<file path="src/rtl/lram_rom_reader_if.sv">
// Command and output-stream bundle for lram_rom_reader.
// master: command source / beat sink; slave: the reader itself.
interface lram_rom_reader_if #(
   parameter int AW = 6,
   parameter int DW = 8
) ();
   logic          cmd_valid;
   logic          cmd_ready;
   logic [AW-1:0] cmd_base;
   logic [AW:0]   cmd_len;
   logic          out_valid;
   logic          out_ready;
   logic [DW-1:0] out_data;
   logic          out_last;

   modport master (
      output cmd_valid, cmd_base, cmd_len, out_ready,
      input  cmd_ready, out_valid, out_data, out_last
   );

   modport slave (
      input  cmd_valid, cmd_base, cmd_len, out_ready,
      output cmd_ready, out_valid, out_data, out_last
   );
endinterface

</file>
<file path="src/rtl/lram_rom_reader.sv">
// ROM read sequencer: walks a wrapping address range and streams the words (optional checksum: LRAM_ROM_READER_CSUM_EN).
// Latency: first beat valid 2+READ_LAT cycles after the command handshake, then one beat per cycle.
// Backpressure: reads issue only against output-FIFO credit, so a stalled sink never loses a ROM word.
module lram_rom_reader #(
   parameter int AW       = 6,
   parameter int DW       = 8,
   parameter int READ_LAT = 1
) (
   input  logic            clock,
   input  logic            reset,
   lram_rom_reader_if.slave bus,
   output logic [AW-1:0]   rom_addr,
   input  logic [DW-1:0]   rom_data,
   output logic            busy
`ifdef LRAM_ROM_READER_CSUM_EN
   ,
   output logic [DW-1:0]   csum,
   output logic            csum_valid
`endif
);
   localparam int DEPTH = READ_LAT + 1;
   localparam int PW    = $clog2(DEPTH);

   typedef enum logic [1:0] {IDLE, RUN, DRAIN} state_t;
   state_t state, state_next;

   logic [AW-1:0]       addr, rom_addr_q;
   logic [AW:0]         remaining, count;
   logic [1:0]          inflight;
   logic [PW-1:0]       wr_ptr, rd_ptr;
   logic [DW-1:0]       fifo_data [DEPTH];
   logic                fifo_last [DEPTH];
   logic [READ_LAT-1:0] stg_vld, stg_last;
   logic                accept, issue, issue_last, cap, cap_last, pop;
   int                  credit_use;

   function automatic logic [PW-1:0] ptr_inc(input logic [PW-1:0] p);
      return (p == PW'(DEPTH - 1)) ? '0 : p + PW'(1);
   endfunction

   assign pop           = bus.out_valid && bus.out_ready;
   assign cap           = stg_vld[READ_LAT-1];
   assign cap_last      = stg_last[READ_LAT-1];
   // Credit counts words already buffered plus words still in the ROM pipe; a pop frees one this cycle.
   assign credit_use    = int'(count) + int'(inflight) - int'(pop);
   assign rom_addr      = issue ? addr : rom_addr_q;
   assign bus.out_valid = (count != '0);
   assign bus.out_data  = bus.out_valid ? fifo_data[rd_ptr] : '0;
   assign bus.out_last  = bus.out_valid ? fifo_last[rd_ptr] : 1'b0;

   always_ff @(posedge clock) begin
      if (reset) state <= IDLE;
      else       state <= state_next;
   end

   always_comb begin
      state_next    = state;
      bus.cmd_ready = (state == IDLE) && !reset;
      busy          = (state != IDLE) && !reset;
      accept        = bus.cmd_valid && bus.cmd_ready;
      issue         = (state == RUN) && !reset && (credit_use < DEPTH);
      issue_last    = issue && (remaining == (AW+1)'(1));
      case (state)
         IDLE:    if (accept && (bus.cmd_len != '0)) state_next = RUN;
         RUN:     if (issue_last) state_next = DRAIN;
         DRAIN:   if (pop && bus.out_last) state_next = IDLE;
         default: state_next = IDLE;
      endcase
   end

   always_ff @(posedge clock) begin
      if (reset) begin
         addr       <= '0;
         rom_addr_q <= '0;
         remaining  <= '0;
         count      <= '0;
         inflight   <= '0;
         wr_ptr     <= '0;
         rd_ptr     <= '0;
         stg_vld    <= '0;
         stg_last   <= '0;
      end else begin
         if (accept) begin
            addr      <= bus.cmd_base;
            remaining <= bus.cmd_len;
         end
         if (issue) begin
            rom_addr_q <= addr;
            addr       <= addr + AW'(1);
            remaining  <= remaining - (AW+1)'(1);
         end
         stg_vld[0]  <= issue;
         stg_last[0] <= issue_last;
         for (int i = 1; i < READ_LAT; i++) begin
            stg_vld[i]  <= stg_vld[i-1];
            stg_last[i] <= stg_last[i-1];
         end
         inflight <= inflight + 2'(issue) - 2'(cap);
         count    <= count + (AW+1)'(cap) - (AW+1)'(pop);
         if (cap) wr_ptr <= ptr_inc(wr_ptr);
         if (pop) rd_ptr <= ptr_inc(rd_ptr);
      end
   end

   always_ff @(posedge clock) begin
      if (cap && !reset) begin
         fifo_data[wr_ptr] <= rom_data;
         fifo_last[wr_ptr] <= cap_last;
      end
   end

`ifdef LRAM_ROM_READER_CSUM_EN
   always_ff @(posedge clock) begin
      if (reset) begin
         csum       <= '0;
         csum_valid <= 1'b0;
      end else begin
         csum_valid <= pop && bus.out_last;
         if (accept)   csum <= '0;
         else if (pop) csum <= csum ^ bus.out_data;
      end
   end
`endif
endmodule

</file>
<file path="src/flat_wrapper.sv">
// flat-port wrapper written by rule: the top's interface ports become plain ports
module lram_rom_reader_flat 
#(
   parameter int AW       = 6,
   parameter int DW       = 8,
   parameter int READ_LAT = 1
)
  (clock, reset, rom_addr, rom_data, busy, bus_cmd_valid, bus_cmd_base, bus_cmd_len, bus_out_ready, bus_cmd_ready, bus_out_valid, bus_out_data, bus_out_last);
  lram_rom_reader_if #(.AW(AW), .DW(DW)) bus_i ();
  input  logic clock;
  input  logic reset;
  output logic [AW-1:0] rom_addr;
  input  logic [DW-1:0] rom_data;
  output logic busy;
  input wire logic [$bits(bus_i.cmd_valid)-1:0] bus_cmd_valid;
  input wire logic [$bits(bus_i.cmd_base)-1:0] bus_cmd_base;
  input wire logic [$bits(bus_i.cmd_len)-1:0] bus_cmd_len;
  input wire logic [$bits(bus_i.out_ready)-1:0] bus_out_ready;
  output wire logic [$bits(bus_i.cmd_ready)-1:0] bus_cmd_ready;
  output wire logic [$bits(bus_i.out_valid)-1:0] bus_out_valid;
  output wire logic [$bits(bus_i.out_data)-1:0] bus_out_data;
  output wire logic [$bits(bus_i.out_last)-1:0] bus_out_last;
  assign bus_i.cmd_valid = bus_cmd_valid;
  assign bus_i.cmd_base = bus_cmd_base;
  assign bus_i.cmd_len = bus_cmd_len;
  assign bus_i.out_ready = bus_out_ready;
  assign bus_cmd_ready = bus_i.cmd_ready;
  assign bus_out_valid = bus_i.out_valid;
  assign bus_out_data = bus_i.out_data;
  assign bus_out_last = bus_i.out_last;
  lram_rom_reader #(.AW(AW), .DW(DW), .READ_LAT(READ_LAT)) u_core (.clock(clock), .reset(reset), .bus(bus_i), .rom_addr(rom_addr), .rom_data(rom_data), .busy(busy));
endmodule
</file>
<file path="config.mk">
export PLATFORM = sky130hd
export DESIGN_NAME = lram_rom_reader_flat
export DESIGN_NICKNAME = d
export VERILOG_FILES = /design/src/rtl/lram_rom_reader_if.sv /design/src/rtl/lram_rom_reader.sv /design/src/flat_wrapper.sv
export SDC_FILE = /design/constraint.sdc
export NUM_CORES = 1
export LEC_CHECK = 0
export CAP_MARGIN = 20
export CORE_AREA = 2 2 69 98
export DETAILED_ROUTE_END_ITERATION = 8
export DIE_AREA = 0 0 71 100
export GPL_TIMING_DRIVEN = 0
export PLACE_DENSITY = 0.68
export SLEW_MARGIN = 20
export SYNTH_ARGS = -nofsm -noshare
export SYNTH_HDL_FRONTEND = slang
export SYNTH_SLANG_ARGS = --single-unit
</file>
<file path="constraint.sdc">
create_clock -name clock -period 5.4 [get_ports clock]
set_input_delay 1.62 -clock clock [delete_from_list [all_inputs] [get_ports clock]]
set_output_delay 1.62 -clock clock [all_outputs]
set_load 0.02 [all_outputs]
</file>
[Yosys cells after proc, flatten, opt, wreduce, memory -nomap -nowiden]
Memories as Yosys holds them, arrays and structs flattened. A register that Yosys moved wholly into a read port is not among the register bits.
Cells that the tools add are included.
W data, S select, Z words.
Operators by class
  order comparisons: 1
  equality and inequality tests: 6
  muxes and demuxes: 19
  reduce and logical (&&, ||, !) cells: 17
  add/subtract/negate cells: 10
Operator list (count)
  $lt A32 B3 Y1 const B: 1
  $sub A32 B2 Y32: 1
  $mux W6: 3
  $mux W7: 2
  $reduce_bool A7 Y1: 2
  $logic_and A1 B1 Y1: 10
  $mux W1: 9
  $add A7 B2 Y8: 1
  $mux W8: 1
  $add A7 B1 Y7: 1
  $eq A7 B1 Y1 const B: 1
  $sub A7 B1 Y7: 1
  $sub A7 B1 Y7 const B: 1
  $add A6 B1 Y6 const B: 1
  $mux W2: 3
  $pmux W2 S3: 1
  $ne A2 B1 Y1 const B: 2
  $reduce_bool A2 Y1: 2
  $reduce_and A3 Y1: 1
  $add A1 B1 Y1 const B: 2
  $add A2 B1 Y2: 1
  $eq A2 B1 Y1 const B: 1
  $eq A2 B2 Y1 const B: 1
  $logic_not A2 Y1: 1
  other kinds (3): 3
Storage, ports and cells
  bits in writable memories: 18
  memories: 2
  logic and storage cells: 65
  register bits after elaboration: 34
Memory list
  u_core.fifo_data: depth 2, width 8, read ports 1, clocked after memory_dff 1, write ports 1, line lram_rom_reader.sv:31  | logic [DW-1:0] fifo_data [DEPTH];
  u_core.fifo_last: depth 2, width 1, read ports 1, clocked after memory_dff 1, write ports 1, line lram_rom_reader.sv:32  | logic fifo_last [DEPTH];

[Depth between registers and ports, before layout]
Gate-level depths: netlist of the first run.
  word-level depth: 8
  depth in mapped cells: 17
  gate-level depth less buffers: 16

[Worst setup path before layout of the first run]
OpenSTA, ideal clock, no wires.
  kind: input-to-output
  start: input port bus_out_ready
  end: output port rom_addr[0]
  stages on the path: 6
  data required time: 3.780 ns
  path slack: 0.436 ns
  buffers on the path: 0
  arrival time: 3.344 ns
  cells stage by stage: inv_1 -> a41o_1 -> or4_4 -> a2111oi_4 -> nor2_4 -> mux2_2
Between the ends
  word-level cells in the longest chain between the ends: 5
Ends and longest elaborated chain
  start: declaration: line flat_wrapper.sv:18  | input wire logic [$bits(bus_i.out_ready)-1:0] bus_out_ready;
  $logic_and A1 B1 Y1: line lram_rom_reader.sv:41  | assign pop = bus.out_valid && bus.out_ready;
  $sub A32 B2 Y32: line lram_rom_reader.sv:45  | assign credit_use = int'(count) + int'(inflight) - int'(pop);
  $lt A32 B3 Y1: line lram_rom_reader.sv:61  | issue = (state == RUN) && !reset && (credit_use < DEPTH);
  $logic_and A1 B1 Y1: line lram_rom_reader.sv:61
  $mux W6
  end: declaration: line flat_wrapper.sv:12  | output logic [AW-1:0] rom_addr;
No other way between the ends.

[Worst setup path in the final report of the first run]
  start: input port bus_out_ready
  end: output port rom_addr[5]
Same word-level chain as after synthesis.

==> metrics, run 1 <==
status complete, no violations; CTS tree done; RSZ-0062 raised after global routing no; endpoint class of the critical path output port; total clock sinks 53; ant diodes 0; Synth Area in Simple Gates between 10% and 20%; Post-CTS Hold Buffers 0; Comb power frac 46.9%; Lkg Pwr approximately 1.4 nW; Layout Skew roughly 0.005 ns; Worst Hold Class reg -> reg; Fillers roughly 590; number of synthesized flops with an enable pin 18; I/O pin total 43; Worst slew margin 52.88%; total grt overflow 0; port bufs 41; TritonRoute pass-1 iters 4; worst skew pair latency slightly above 0.3 ns; hpwl dp roughly 4.4 mm; row cnt 35; initial antenna violation count 0; Slew @ Worst Pin 0.7036 ns; post-synth cell types 48; Worst Path Required 3.78 ns; via/cell ratio 5.322; final setup violation count 0; Compound-Gate Fraction of Synth Area between 10% and 20%; syn_area_per_cell between 9 and 10 um^2; asr flop ratio synth 0%; number of global-route vias before repair around 2200; global-route wire length before repair 10.10 mm; Final period util 97.06%; WL/cell 14.14 um; critical path class in -> out; Pwr Density between 400 and 500 mW/mm^2; Slew Limit Fails 0; Post-Syn Area roughly 0.0028 mm^2; P_int roughly 0.88 mW; worst slack, placed -0.7818 ns; largest net degree at the start of global routing 19; synth warn 0; mux cell area share after synthesis ~6.0%; # DRC 0; NumNets Final 387; maximum clock path buffer count 2; CTS Buf Count 5; Routed WL just under 6 mm; initial drt markers approximately 100; largest family of logic cells by synthesized area simple AND/OR/NAND/NOR gates; die height ~100 um; Reg clk slew, reported paths ~0.10 ns; Vias about 2200; commonest non-fill, non-tap cell in the layout dfxtp_1; Peak supply drop around 0.16 mV; syn_nets around 330; Data arrival, critical path around 3.6 ns; total of max-cap violations 0; post-synthesis sequential area ratio 44.35%; Post-synth top flop dfxtp_1; antenna violation net count after detailed routing 0; area delta synth->final 23.65%; core area between 0.006 and 0.007 mm^2; post-synthesis register bit count 53; setup TNS 0 ns; root buffer cell clkbuf_8; most frequent cells in the layout dfxtp_1 (35), clkdlybuf4s50_1 (34), nor2_1 (29); Clock Power Share between 10% and 20%; Die X-Extent roughly 70 um; Sw Share between 30% and 40%; Worst Setup Start Kind primary input; fmax 190.8 MHz; setup slack after layout roughly 0.16 ns; Multi-input gate area between 0.001 and 0.0015 mm^2; crit path max fanout 4; Cells after Synth around 280; Synth Area in XOR/XNOR approximately 3.1%; Starting Density between 40% and 50%; Min Hold Slack ~0.45 ns; register share of total power between 30% and 40%; min cycle time layout between 5 and 6 ns; Fin. Hold Viols 0; Total GRT Usage about 18%; H-tree levels 2; register area 0.001241 mm^2; share of cells above drive strength 1 approximately an eighth; die area 0.007100 mm^2; GP Congestion approximately 0.87; Post-Synth Adder-Cell Area between 10% and 20%; P_sw about 0.56 mW
[critical path, cell delays in order]
cell and delay [ns]:
clkbuf_2 0.10, inv_2 0.05, a41o_4 0.25, or4_4 0.53, a2111oi_4 0.40, nor2_4 0.09, buf_4 0.15, mux2_2 0.27
buf_2 0.16
[path summary, 6_finish.rpt]
path | slack, ns | from | end | cells after the start
worst max-delay path | 0.16 | bus_out_ready | rom_addr[5] | 9
worst min-delay path | 0.45 | u_core.cap_last | u_core.fifo_last[1] | 0
worst min register to register | 0.45 | u_core.cap_last | u_core.fifo_last[1] | 0
worst max register to register | 1.51 | u_core.count[0] | u_core.inflight[1] | 19
[cells by family (layout without fill, tap and decap cells)]
group,Yosys count,in the layout
buffers and inverters,36,92
xor gates and xnor gates,10,10
AOI/OAI and AO/OA,46,46
muxes,16,16
adders and majority gates,24,24
DFF,53,53
and+or+nand+nor,98,98
[Yosys cell counts, drive strengths merged (2+ instances only)]
master	n	area, um^2
dfxtp	35	700.7
nor2	30	120.1
inv	26	97.59
ha	22	275.3
edfxtp	18	540.5
nand2	17	63.81
a21oi	11	55.05
mux2i	9	90.09
o21ai	9	45.04
and2	8	50.05
clkbuf	8	30.03
and3	7	43.79
mux2	7	78.83
nand3	7	35.03
nor2b	7	43.79
xnor2	7	61.31
a32oi	4	35.03
nor3	4	20.02
nor4	4	40.04
or3	3	18.77
or4	3	26.27
xor2	3	26.28
a211oi	2	15.01
a21o	2	15.01
a31oi	2	12.51
and4	2	17.52
buf	2	10.01
fa	2	40.04
nand4	2	12.51
nor3b	2	15.01
o22ai	2	12.51
o311ai	2	17.52
o31ai	2	15.01
[metrics by stage]
step	std cells	total power [mW]	util (%)	cell area [um^2]
2_1_floorplan	283	0.9919	-	2799
3_3_place_gp	398	1.166	52.00	3302
3_5_place_dp	398	1.190	52.08	3307
4_1_cts	412	1.444	54.13	3437
5_1_grt	413	1.558	54.50	3461
6_report	413	1.439	54.50	3461
[state kept, by name (all words and copies together) (netlist names), named ones only]
| name | cells |
|---|---|
| u_core.rd_ptr | 1 |
| u_core.count | 7 |
| u_core.addr | 6 |
| u_core.cap | 1 |
| u_core.state | 2 |
| u_core.inflight | 2 |
| u_core.rom_addr_q | 6 |
| u_core.fifo_last | 2 |
| u_core.wr_ptr | 1 |
| u_core.fifo_data | 16 |
| u_core.cap_last | 1 |
| u_core.remaining | 7 |
[cell type report]
type / instances / share of cell area [%]
multi-input combinational: 194 / 41.83
sequential: 53 / 35.86
timing repair buffer: 48 / 12.91
inverter: 26 / 2.820
tap: 74 / 2.675
clock buffer: 5 / 1.988
buffer: 10 / 1.157
clock inverter: 3 / 0.7592
[layer usage]
layer  GRT usage (%)  vias up  routed length [um]
li1                -     1105                   -
met1           19.27     1036                2277
met2           34.51       49                3260
met3           3.012        8                 211
met4           5.660        0                  93
met5               0        -                   0
[power by group through the flow]
stage | Combinational [mW] | Sequential, mW | Clock [mW]
floorplan | 0.473 | 0.519 | 0
finish | 0.675 | 0.528 | 0.235
CTS | 0.670 | 0.529 | 0.245
detailed placement | 0.653 | 0.538 | 0
global placement | 0.631 | 0.535 | 0
global route | 0.755 | 0.539 | 0.264
[timing repair]
item	4_1_cts	5_1_grt
setup endpoints to repair	6	6
setup buffers	6	1
endpoints found under the hold margin	0	0
resized for setup	28	4
pin swaps	2	4
No activity file was read; power rests on OpenSTA's default activity.
==> inputs of run 2 (changes only) <==
- ABC_CLOCK_PERIOD_IN_PS: not set -> 5400
- REMOVE_ABC_BUFFERS: not set -> 1
==> run 2 against run 1 <==
Largest cell class unchanged; first-iteration DRC count fell by 32%; critical path depth grew 2; core utilization shrank 0.33 points; clock-buffer cell count did not move; critical endpoint is now rom_addr[1]; cell count down 1.9%; setup slack got worse by 0.081 ns; clock skew hardly changed; highest routed layer unchanged.
==> metrics, run 2 (synthesized netlist as in run 1, its figures left out) <==
ant diodes 0; critical path class in -> out; max FFs per register 16; row cnt 35; Worst Setup Start Kind primary input; Worst slew margin 49.46%; Routed WL roughly 5.6 mm; Peak supply drop between 0.15 and 0.2 mV; # DRC 0; CP peak stage delay 0.37 ns; Vias roughly 2200; Buf/Inv on CP 4; die area a little over 0.007 mm^2; Slowest-stage cell, CP a2111oi_4; die height 100 um; via/cell ratio about 5.3; initial drt markers between 70 and 80; crit path max fanout 6; hpwl dp between 4 and 5 mm; final setup violation count 0; number of global-route vias before repair 2137; fmax approximately 190 MHz; global-route wire length before repair approximately 9.6 mm; share of cells above drive strength 1 between 10% and 20%; Pwr Density just over 400 mW/mm^2; Data arrival, critical path between 3 and 4 ns; area delta synth->final 22.89%; fin cells just over 400; initial antenna violation count 0; Placed Cells 389; Reg with most FFs u_core.fifo_data; CP top delay family buffers and inverters; H-tree levels 2; total of max-cap violations 0; Final period util between 90 and 100%; port bufs 42; CP cell instances clkdlybuf4s15_2 > inv_1 > a41o_1 > buf_6 > nor2_1 > ha_1 > nand3_2 > a2111oi_4 > nor2_4 > mux2_2 > clkdlybuf4s15_1; antenna violation net count after detailed routing 0; WL/cell ~14 um; NumNets Final roughly 380; maximum clock path buffer count 2; R2R setup slack between 1 and 1.5 ns; worst skew pair latency ~0.31 ns; min cycle time layout between 5 and 6 ns; I/O pin total 43; core area 0.006350 mm^2; Worst Path Required 3.78 ns; endpoint class of the critical path output port; Slew Limit Fails 0; Fillers 574; GP Congestion 0.8176; Layout Skew 0.005305 ns; Lkg Pwr roughly 1.4 nW; CTS Buf Count 5; Starting Density around 44%; most frequent cells in the layout dfxtp_1 (35), clkdlybuf4s50_1 (34), nor2_1 (29); Die X-Extent ~70 um; root buffer cell clkbuf_8; post-placement cell area approximately 0.0033 mm^2; Slew @ Worst Pin around 0.75 ns; largest net degree at the start of global routing 27; final non-filler cell area approximately 0.0034 mm^2; Min Hold Slack between 0.4 and 0.5 ns; Total GRT Usage between 15 and 20%; total grt overflow 0; total clock sinks between 50 and 60; Worst Hold Class reg -> reg; TritonRoute pass-1 iters 4; status complete, no violations; CTS tree done; setup TNS 0 ns; Util after Layout between 50% and 60%; Reg clk slew, reported paths roughly 0.10 ns; commonest non-fill, non-tap cell in the layout dfxtp_1; Largest regs u_core.fifo_data (16), u_core.count (7), u_core.remaining (7); Fin. Hold Viols 0
run 2: worst paths after layout:
| check | startpoint | endpoint | cells after the start |
|---|---|---|---|
| setup reg to reg | u_core.count[0] | u_core.inflight[1] | 18 |
| hold / removal | u_core.cap_last | u_core.fifo_last[0] | 0 |
| setup / recovery | bus_out_ready | rom_addr[1] | 11 |
| hold reg to reg | u_core.cap_last | u_core.fifo_last[0] | 0 |
run 2: power breakdown:
group | leakage, nW | switching, mW | internal, mW
sequential | 0.445 | 0.0717 | 0.467
clock | 0.0423 | 0.143 | 0.0946
combinational | 0.901 | 0.339 | 0.314
run 2: cell type report:
cell class / instances / area (um^2) / share of cell area (%)
clock buffer: 5 / 68.82 / 2.001
clock inverter: 3 / 26.28 / 0.7639
inverter: 26 / 97.59 / 2.837
multi-input combinational: 194 / 1441 / 41.91
sequential: 53 / 1241 / 36.09
tap: 74 / 92.59 / 2.692
timing repair buffer: 50 / 471.7 / 13.71
run 2: what timing repair did:
item,in CTS,in global routing
endpoints found under the hold margin,0,0
hold buffers,0,0
cloned,0,0
setup endpoints to repair,6,6
buffers inserted,7,1
pin swaps,2,4
gates resized for setup,26,6
run 2: per-stage QoR:
stage | setup slack, ns | total power [mW]
5_1_grt | -0.01381 | 1.545
3_3_place_gp | -1.098 | 1.162
6_report | 0.07755 | 1.429
3_5_place_dp | -1.068 | 1.180
4_1_cts | 0.01508 | 1.432
2_1_floorplan | 0.3764 | 0.9838
run 2: routing by layer:
metal / routed length [um] / GRT usage, % / up-vias / part of all wire [%]
met4: 89 / 6.096 / 0 / 1.6
li1: - / - / 1089 / -
met3: 166 / 3.012 / 5 / 3.0
met5: 0 / 0 / - / 0
met1: 2244 / 18.03 / 1020 / 40
met2: 3099 / 32.49 / 39 / 55
==> inputs of run 3 (changes only) <==
- ABC_AREA: not set -> 1
- CORE_AREA: 2 2 69 98 -> 2 2 71 100
- DIE_AREA: 0 0 71 100 -> 0 0 73 102
- SLEW_MARGIN: 20 -> 25
==> run 3 against run 2 <==
Area after synthesis grew 5.6%; via count is 17% higher; setup slack better by 0.18 ns; maximum frequency rose by 3.4%; largest cell class unchanged; largest power group unchanged.
==> metrics, run 3 <==
area delta synth->final 20.75%; synth warn 0; Fillers 655; root buffer cell clkbuf_8; post-synthesis register bit count 53; Cells after Synth 382; antenna violation net count after detailed routing 0; most frequent CP cell nand2_1; WL/cell between 10 and 15 um; Worst Setup Start Kind primary input; CTS tree done; Largest regs u_core.fifo_data (16), u_core.count (7), u_core.remaining (7); ant diodes 0; NumNets Final approximately 470; share of cells above drive strength 1 about 7.3%; Post-synth top cells nand2_1 (91), inv_1 (53), nand3_1 (36), a21oi_1 (35), dfxtp_1 (35); # DRC 0; fmax between 150 and 200 MHz; Die X-Extent 73 um; CP cell instances clkbuf_2 > nand4_1 > nor3_2 > ha_1 > nand2_1 > nor2_1 > nand3_1 > nor2_2 > nand3_2 > nand2_8 > nand2_8 > inv_4 > nand2_1 > nand2_1 > inv_1 > dlygate4sd2_1; Placed Cells between 400 and 500; via/cell ratio 5.040; Post-CTS Hold Buffers 0; hpwl dp 4.197 mm; Data arrival, critical path 3.53 ns; total grt overflow 0; synth top area cells dfxtp_1 (24%), edfxtp_1 (18%), nand2_1 (12%); Post-synth top flop dfxtp_1; status complete, no violations; Hold Crit Start u_core.cap_last; post-synth cell types 30; RSZ-0062 raised after global routing no; largest net degree at the start of global routing 31; Lkg Pwr between 1.5 and 2 nW; GP Congestion roughly 0.78; die height roughly 100 um; global-route wire length before repair around 10 mm; Peak supply drop roughly 0.15 mV; fin cells roughly 500; core area around 0.0065 mm^2; Min Hold Slack between 0.4 and 0.5 ns; min cycle time layout 5.146 ns; R2R Path Start u_core.count[0]; Yosys top cell area share around a quarter; total of max-cap violations 0; Vias between 2000 and 3000; Reg with most FFs u_core.fifo_data; Worst Path Required between 3 and 4 ns; die area 0.007446 mm^2; Routed WL 5.889 mm; Pwr Density approximately 380 mW/mm^2; final setup violation count 0; Slowest-stage cell, CP dlygate4sd2_1; Reg clk slew, reported paths 0.10 ns; Final period util between 90 and 100%; Starting Density around 45%; number of synthesized flops with an enable pin 18; most frequent cells in the layout nand2_1 (91), inv_1 (53), nand3_1 (35), a21oi_1 (35), dfxtp_1 (35); Slew Limit Fails 0; Worst Hold Class reg -> reg; initial drt markers 91; port bufs 42; number of global-route vias before repair roughly 2400; initial antenna violation count 0; max FFs per register 16; area leader, netlist dfxtp_1; Slew @ Worst Pin 0.7802 ns; Worst Reg-to-Reg Cells 24; post-synthesis sequential area ratio about two fifths; R2R setup slack 2.09 ns; Hold Path Stages 0; CTS Buf Count 5; Util after Layout a little over half; worst skew pair latency 0.30 ns; maximum clock path buffer count 2; total clock sinks 53; row cnt 35; most common cell in the netlist nand2_1; Post-Syn Area 0.002955 mm^2; I/O pin total between 40 and 50; syn_area_per_cell slightly below 8 um^2; asr flop ratio synth 0%; setup TNS 0 ns; Layout Skew around 0.005 ns; commonest non-fill, non-tap cell in the layout nand2_1; crit path max fanout 16; Fin. Hold Viols 0; Worst slew margin between 40% and 50%; TritonRoute pass-1 iters 4; Worst R2R End u_core.inflight[1]; critical path class in -> out; H-tree levels 2; Total GRT Usage 17.22%; worst min-delay path endpoint u_core.fifo_last[1]; endpoint class of the critical path output port; CP peak stage delay a little over 0.3 ns
## run 3: per-layer routing
layer / track usage, % / vias to the layer above / wire length [um]
li1: - / 1315 / -
met1: 19.45 / 1149 / 2518
met2: 32.99 / 47 / 3136
met3: 2.367 / 4 / 184
met4: 4.701 / 0 / 50
met5: 0 / - / 0
## run 3: cell type report
type	count	area (um^2)	share of cell area, %
inverter	59	224.0	6.276
multi-input combinational	260	1494	41.87
clock inverter	3	22.52	0.6311
clock buffer	5	68.82	1.928
timing repair buffer	45	425.4	11.92
tap	74	92.59	2.595
sequential	53	1241	34.78
## run 3: cell families (layout without fill, tap and decap cells)
logic type | Yosys count | count (layout) | share of synthesized area, %
xor gates and xnor gates | 11 | 11 | 3.260
buffers and inverters | 70 | 112 | 9.610
adders and majority gates | 24 | 24 | 10.67
and+or+nand+nor | 168 | 169 | 24.64
AOI/OAI and AO/OA | 56 | 56 | 9.822
DFF | 53 | 53 | 42.00
## run 3: report_power, final
| group | switching [mW] | total [mW] | leakage [nW] | internal [mW] |
|---|---|---|---|---|
| registers | 0.0521 | 0.509 | 0.449 | 0.457 |
| logic | 0.376 | 0.633 | 1.16 | 0.257 |
| clock network | 0.131 | 0.222 | 0.0443 | 0.0918 |
## run 3: worst max-delay path: cells and delay by family
family | cells | cell delay [ns]
simple gates | 11 | 1.18
buf+inv | 4 | 0.56
fa+ha+maj | 1 | 0.14
## run 3: repair_timing
item | in CTS | in global routing
buffers inserted | 2 | 1
endpoints found under the setup margin | 6 | 6
cloned | 1 | 0
gates resized for setup | 16 | 4
pin swaps | 2 | 1
## run 3: how the worst max path moves through the flow
stage,from,to
3_5_place_dp,bus_out_ready,rom_addr[5]
5_1_grt,u_core.count[0],rom_addr[0]
4_1_cts,bus_out_ready,rom_addr[0]
2_1_floorplan,bus_out_ready,rom_addr[5]
6_report,bus_out_ready,rom_addr[0]
3_3_place_gp,reset,rom_addr[5]
## run 3: through the flow
stage / instance area, um^2 / total power [mW] / setup WS [ns]
global placement: 3406 / 1.099 / -1.267
global route: 3568 / 1.497 / 0.06006
floorplan: 2893 / 0.9282 / 0.6142
detailed placement: 3406 / 1.115 / -0.7957
CTS: 3557 / 1.371 / 0.05683
finish: 3568 / 1.364 / 0.2540
